`config.mk`:
```
export PLATFORM = sky130hd
export DESIGN_NAME = multi_channel_display_sequencer
export DESIGN_NICKNAME = d
export VERILOG_FILES = /design/src/rtl/multi_channel_display_sequencer.sv
export SDC_FILE = /design/constraint.sdc
export NUM_CORES = 1
export LEC_CHECK = 0
export CAP_MARGIN = 30
export CELL_PAD_IN_SITES_DETAIL_PLACEMENT = 0
export CELL_PAD_IN_SITES_GLOBAL_PLACEMENT = 1
export CORE_MARGIN = 2
export CORE_UTILIZATION = 32
export DETAILED_ROUTE_END_ITERATION = 8
export GPL_ROUTABILITY_DRIVEN = 0
export GPL_TIMING_DRIVEN = 0
export PLACE_DENSITY = 0.78
export SYNTH_ARGS = -nofsm -noshare
export SYNTH_HDL_FRONTEND = slang
export SYNTH_SLANG_ARGS = --single-unit
export TNS_END_PERCENT = 100
```
`constraint.sdc`:
```
create_clock -name clock_100Mhz -period 2 [get_ports clock_100Mhz]
set_input_delay 0.3 -clock clock_100Mhz [delete_from_list [all_inputs] [get_ports clock_100Mhz]]
set_output_delay 0.3 -clock clock_100Mhz [all_outputs]
set_load 0.02 [all_outputs]
```
`src/rtl/multi_channel_display_sequencer.sv`:
```
// -----------------------------------------------------------------------------
// multi_channel_display_sequencer
//
// Purpose:
//   Steps through NUM_CH debug channels, each DATA_W bits wide, and shows the
//   selected channel in hex on a 4-digit multiplexed 7-segment display.
//   - Auto mode advances the channel every DWELL_CYCLES clocks.
//   - Manual mode advances on each rising edge of the (already debounced)
//     step input.
//   - Hold freezes both the channel index and the displayed snapshot.
//   One dwell counter serves all modes. A single refresh counter drives the
//   digit multiplexing.
//
// Ports:
//   clock_100Mhz    in   1              system clock
//   reset           in   1              synchronous, active-high
//   ch_data         in   NUM_CH*DATA_W  channel c at [c*DATA_W +: DATA_W]
//   auto_mode       in   1              1 = auto advance, 0 = manual step
//   step            in   1              debounced level, rising edge steps
//   hold            in   1              1 = freeze snapshot and channel index
//   Anode_Activate  out  4              digit enables, active-low, bit0 = right
//   LED_out         out  7              segments a..g on [6:0], active-low
//   displayed       out  DATA_W         snapshot currently shown
//   ch_index        out  CH_W           channel currently selected
// -----------------------------------------------------------------------------
module multi_channel_display_sequencer #(
    parameter int NUM_CH         = 12,
    parameter int DATA_W         = 8,
    parameter int DWELL_CYCLES   = 100_000_000,
    parameter int REFRESH_CYCLES = 100_000,
    parameter int BLANK_LZ       = 0,
    localparam int CH_W          = $clog2(NUM_CH)
) (
    input  logic                     clock_100Mhz,
    input  logic                     reset,
    input  logic [NUM_CH*DATA_W-1:0] ch_data,
    input  logic                     auto_mode,
    input  logic                     step,
    input  logic                     hold,
    output logic [3:0]               Anode_Activate,
    output logic [6:0]               LED_out,
    output logic [DATA_W-1:0]        displayed,
    output logic [CH_W-1:0]          ch_index
);

    localparam int DW_W = $clog2(DWELL_CYCLES);
    localparam int RF_W = $clog2(REFRESH_CYCLES);

    localparam logic [CH_W-1:0] LAST_CH    = CH_W'(NUM_CH - 1);
    localparam logic [DW_W-1:0] DWELL_LAST = DW_W'(DWELL_CYCLES - 1);
    localparam logic [RF_W-1:0] REFR_LAST  = RF_W'(REFRESH_CYCLES - 1);

    // Operating mode, decoded each cycle from the mode inputs.
    typedef enum logic [1:0] {
        MODE_AUTO   = 2'd0,
        MODE_MANUAL = 2'd1,
        MODE_HOLD   = 2'd2
    } mode_e;

    // Active-low hex segment pattern (a..g on bits 6..0).
    function automatic logic [6:0] hex_to_seg(input logic [3:0] nib);
        logic [6:0] seg;
        case (nib)
            4'h0:    seg = 7'h01;
            4'h1:    seg = 7'h4F;
            4'h2:    seg = 7'h12;
            4'h3:    seg = 7'h06;
            4'h4:    seg = 7'h4C;
            4'h5:    seg = 7'h24;
            4'h6:    seg = 7'h20;
            4'h7:    seg = 7'h0F;
            4'h8:    seg = 7'h00;
            4'h9:    seg = 7'h04;
            4'hA:    seg = 7'h08;
            4'hB:    seg = 7'h60;
            4'hC:    seg = 7'h31;
            4'hD:    seg = 7'h42;
            4'hE:    seg = 7'h30;
            4'hF:    seg = 7'h38;
            default: seg = 7'h7F;
        endcase
        return seg;
    endfunction

    // ---------------- channel / dwell state ----------------
    logic [CH_W-1:0]   ch_index_r;
    logic [DATA_W-1:0] displayed_r;
    logic [DW_W-1:0]   dwell_cnt_r;
    logic              step_prev_r;
    logic              auto_prev_r;

    mode_e             mode_s;
    logic              step_rise_s;
    logic              auto_change_s;
    logic              advance_s;
    logic [DW_W-1:0]   dwell_next_s;
    logic [CH_W-1:0]   next_index_s;
    logic [DATA_W-1:0] ch_slice_s;

    // ---------------- refresh / digit state ----------------
    logic [RF_W-1:0]   refresh_cnt_r;
    logic [1:0]        slot_r;
    logic [3:0]        anode_r;
    logic [6:0]        led_r;

    logic              refresh_tick_s;
    logic [15:0]       disp16_s;
    logic [3:0]        nibble_s;
    logic              blank_s;
    logic [3:0]        anode_next_s;
    logic [6:0]        led_next_s;

    // Mode decode, edge detection and the channel-advance decision.
    always_comb begin
        mode_s        = MODE_MANUAL;
        advance_s     = 1'b0;
        dwell_next_s  = dwell_cnt_r;
        step_rise_s   = step & ~step_prev_r;
        auto_change_s = auto_mode ^ auto_prev_r;
        next_index_s  = (ch_index_r == LAST_CH) ? {CH_W{1'b0}} : ch_index_r + CH_W'(1);

        // hold outranks both auto and manual operation
        if (hold) begin
            mode_s = MODE_HOLD;
        end else if (auto_mode) begin
            mode_s = MODE_AUTO;
        end else begin
            mode_s = MODE_MANUAL;
        end

        case (mode_s)
            MODE_AUTO: begin
                if (dwell_cnt_r == DWELL_LAST) begin
                    advance_s    = 1'b1;
                    dwell_next_s = {DW_W{1'b0}};
                end else begin
                    advance_s    = 1'b0;
                    dwell_next_s = dwell_cnt_r + DW_W'(1);
                end
            end
            MODE_MANUAL: begin
                advance_s    = step_rise_s;
                dwell_next_s = {DW_W{1'b0}};
            end
            MODE_HOLD: begin
                // step edges seen here are dropped: step_prev_r still tracks step
                advance_s    = 1'b0;
                dwell_next_s = dwell_cnt_r;
            end
            default: begin
                advance_s    = 1'b0;
                dwell_next_s = {DW_W{1'b0}};
            end
        endcase

        // a mode toggle always restarts the dwell period from zero
        if (auto_change_s) begin
            dwell_next_s = {DW_W{1'b0}};
        end else begin
            dwell_next_s = dwell_next_s;
        end
    end

    // Slice of the currently registered channel; snapshot lags index by a clock.
    assign ch_slice_s = ch_data[int'(ch_index_r) * DATA_W +: DATA_W];

    // Channel index, snapshot, dwell counter and input history registers.
    always_ff @(posedge clock_100Mhz) begin
        if (reset) begin
            ch_index_r  <= {CH_W{1'b0}};
            displayed_r <= {DATA_W{1'b0}};
            dwell_cnt_r <= {DW_W{1'b0}};
            step_prev_r <= 1'b0;
            // seed with the live level so leaving reset is not seen as a mode toggle
            auto_prev_r <= auto_mode;
        end else begin
            step_prev_r <= step;
            auto_prev_r <= auto_mode;
            dwell_cnt_r <= dwell_next_s;
            if (advance_s) begin
                ch_index_r <= next_index_s;
            end
            if (mode_s != MODE_HOLD) begin
                displayed_r <= ch_slice_s;
            end
        end
    end

    // Digit content for the current slot, including leading-zero blanking.
    always_comb begin
        disp16_s       = 16'(displayed_r);
        refresh_tick_s = (refresh_cnt_r == REFR_LAST);
        anode_next_s   = ~(4'b0001 << slot_r);
        nibble_s       = 4'h0;
        blank_s        = 1'b0;

        // a digit is blank only if it and every digit above it are zero
        case (slot_r)
            2'd0: begin
                nibble_s = disp16_s[3:0];
                blank_s  = 1'b0;
            end
            2'd1: begin
                nibble_s = disp16_s[7:4];
                blank_s  = (disp16_s[15:4] == 12'h000);
            end
            2'd2: begin
                nibble_s = disp16_s[11:8];
                blank_s  = (disp16_s[15:8] == 8'h00);
            end
            2'd3: begin
                nibble_s = disp16_s[15:12];
                blank_s  = (disp16_s[15:12] == 4'h0);
            end
            default: begin
                nibble_s = 4'h0;
                blank_s  = 1'b0;
            end
        endcase

        if ((BLANK_LZ != 0) && blank_s) begin
            led_next_s = 7'h7F;
        end else begin
            led_next_s = hex_to_seg(nibble_s);
        end
    end

    // Refresh counter, digit slot and the registered display drive.
    always_ff @(posedge clock_100Mhz) begin
        if (reset) begin
            refresh_cnt_r <= {RF_W{1'b0}};
            slot_r        <= 2'd0;
            anode_r       <= 4'b1110;
            led_r         <= 7'h01;
        end else begin
            if (refresh_tick_s) begin
                refresh_cnt_r <= {RF_W{1'b0}};
                slot_r        <= slot_r + 2'd1;
            end else begin
                refresh_cnt_r <= refresh_cnt_r + RF_W'(1);
            end
            anode_r <= anode_next_s;
            led_r   <= led_next_s;
        end
    end

    assign Anode_Activate = anode_r;
    assign LED_out        = led_r;
    assign displayed      = displayed_r;
    assign ch_index       = ch_index_r;

endmodule

```
==> results.ini <==
[outcome]
status = finished with violations
violations = negative setup slack

[setup_path]
worst_setup_path_end_kind = register
cp.arrival_ns = 2.30
cp.required_ns = 2.23
critical_path_class = reg2reg
cp-start-kind = register
path_max_fanout = 10
worstRegToRegCells = 7

[synthesis]
synth_cells = 466
synth_seq_cells = 71
synthArstFlopShare = 0
synth-edff-count = 0
syn_avg_cell_area_um2 = 9.04
yosysWarnings = 0
ys_seq_area_frac = 0.337
synth_cell_type_count = 54
synth_ff_type = dfxtp_1
syn-num-nets = 581
netlist_area_um2 = 4210

[run]
drv_cap = 0

[die]
start_util = 0.331
die_y_um = 119
dieWidth_um = 119
dieArea_um2 = 14100
placementRows = 41
core_um2 = 12700
ios = 124

[grt]
grt_pass1_wl_um = 21800
grt_max_degree = 13
grt_overflow = 0
grt_usage = 0.192
grt_pass1_vias = 4449
antenna_found_initial = 0

[placed_design]
numPortBuffers = 121
post_dp_cell_area_um2 = 5650
dp_hpwl_um = 9860

[timing]
finalSetupViolations = 16
tightest_slew_ns = 0.754
setup_ws_ns = -0.0696
skew_ns = 0.00527
hold_violations = 0
setup_tns_ns = -0.537
rsz0062_at_grt = yes
max_freq_mhz = 483
max_slew_margin = 0.497
period_share = 1.03
maxSlewViolCount = 0
fin_crit_ns = 2.07

[cts]
worstSkewPairLatency_ns = 0.33
htreeDepth = 3
clock_path_buffers = 2
holdBufCountCts = 0
numCtsBuffers = 9
cts_num_sinks = 71
clk_pin_slew_worst_paths_ns = 0.06
cts_tree = done
cts_root_buf = clkbuf_16

[route]
wl_um = 13600
vias = 4285
drc = 0
drt-initial-drc-count = 304
vias_per_cell = 5.31
route.antenna.remaining_nets = 0
dr.pass1.iters = 4
wl_per_cell_um = 16.9

[final_layout]
drive_gt1_frac = 0.241
nets = 745
diodes = 0
final_cell_mix = 120 x clkdlybuf4s50_1, 63 x dfxtp_1, 48 x nor2_1
fin_area_um2 = 6690
layout_commonest_cell = clkdlybuf4s50_1
final_core_util = 0.526
area_growth_pct = 58.9

[pwr]
static-leakage-power_uw = 0.00244
power_uw = 4020
ir_drop_v = 0.000506
cellPowerDensity_nw_per_um2 = 601

[hold_path]
min_path_type = in2reg
hold_depth = 1

Yosys cell counts (all sizes together), types with 2 or more instances:
cell / number / area (um2)
mux4: 25 / 563
a41oi: 3 / 26.3
and4: 3 / 26.3
buf: 8 / 37.5
nand2b: 5 / 31.3
nand4: 12 / 75.1
xor2: 8 / 70.1
o21a: 3 / 22.5
nand3: 23 / 115
mux2: 2 / 22.5
dfxtp: 71 / 1420
mux2i: 16 / 160
nand2: 37 / 139
inv: 18 / 67.6
and3b: 2 / 17.5
a22o: 2 / 17.5
a31oi: 16 / 100
o22ai: 8 / 50.1
nor3: 15 / 75.1
nor2: 48 / 180
a32oi: 4 / 35.0
nor2b: 12 / 75.1
nand3b: 3 / 22.5
nor4: 9 / 71.3
and2: 3 / 18.8
o31ai: 2 / 15.0
and3: 5 / 31.3
ha: 14 / 175
o211ai: 3 / 22.5
nand4b: 2 / 17.5
xnor2: 12 / 105
or3: 2 / 12.5
o21ai: 8 / 40.0
a21oi: 27 / 143
clkbuf: 20 / 75.1
power breakdown:
group,internal [uW],switching [uW]
combinational,395,250
clock,1290,619
sequential,1440,25.8
total,3120,895
path summary, 6_finish.rpt:
path,start,to,slack (ns)
min,auto_mode,auto_prev_r,0.22
max,dwell_cnt_r[10],dwell_cnt_r[10],-0.07
min reg2reg,refresh_cnt_r[0],refresh_cnt_r[0],0.47
max reg2reg,dwell_cnt_r[10],dwell_cnt_r[10],-0.07
worst max-delay path: stages, from the launching register on:
cell     delay [ns]
dfxtp_4        0.34
or4b_4         0.54
nor4_4         0.31
buf_4          0.19
a21oi_4        0.09
buf_6          0.15
buf_12         0.14
a22o_1         0.19
registers in the layout, summed over array words and instances (netlist names):
| register | count |
|---|---|
| LED_out | 7 |
| displayed | 8 |
| refresh_cnt_r | 17 |
| ch_index | 4 |
| slot_r | 2 |
| auto_prev_r | 1 |
| dwell_cnt_r | 27 |
| step_prev_r | 1 |
| Anode_Activate | 4 |
cell families (layout without fill, tap and decap cells):
group | count (synthesis) | count (layout) | share of synthesized area
buf+inv | 46 | 214 | 0.0428
fa+ha+maj | 14 | 14 | 0.0416
compound gates | 84 | 85 | 0.129
xor+xnor | 20 | 20 | 0.0416
flops | 71 | 71 | 0.337
simple gates | 188 | 188 | 0.231
mux | 43 | 43 | 0.177
stage by stage:
step,setup WS (ns),cells,hold slack [ns]
6_report,-0.0696,807,0.217
5_1_grt,-0.147,807,0.221
3_5_place_dp,-0.702,759,0.463
4_1_cts,-0.0557,788,0.211
2_1_floorplan,-0.0528,466,0.328
3_3_place_gp,-0.640,759,0.446
area by class of cell:
class | count | area (um2)
Timing Repair Buffer | 155 | 1490
Buffer | 25 | 188
Fill cell | 1167 | 6030
Clock buffer | 11 | 253
Inverter | 18 | 72.6
Sequential cell | 71 | 1440
Clock inverter | 5 | 104
Tap cell | 172 | 215
Multi-Input combinational cell | 350 | 2930
per-layer routing:
metal	track usage	part of all wire	vias to the layer above
li1	-	-	2058
met1	0.224	0.41	2048
met2	0.336	0.50	136
met3	0.0487	0.054	43
met4	0.0759	0.035	0
met5	0	0	-
repair_timing:
| action | CTS | global route |
|---|---|---|
| gates resized for setup | 52 | 72 |
| setup buffers | 15 | 16 |
| endpoints found under the setup margin | 51 | 41 |
| cloned | 1 | 3 |
| pin swaps | 9 | 16 |
Power figures use the tool's default switching activity.
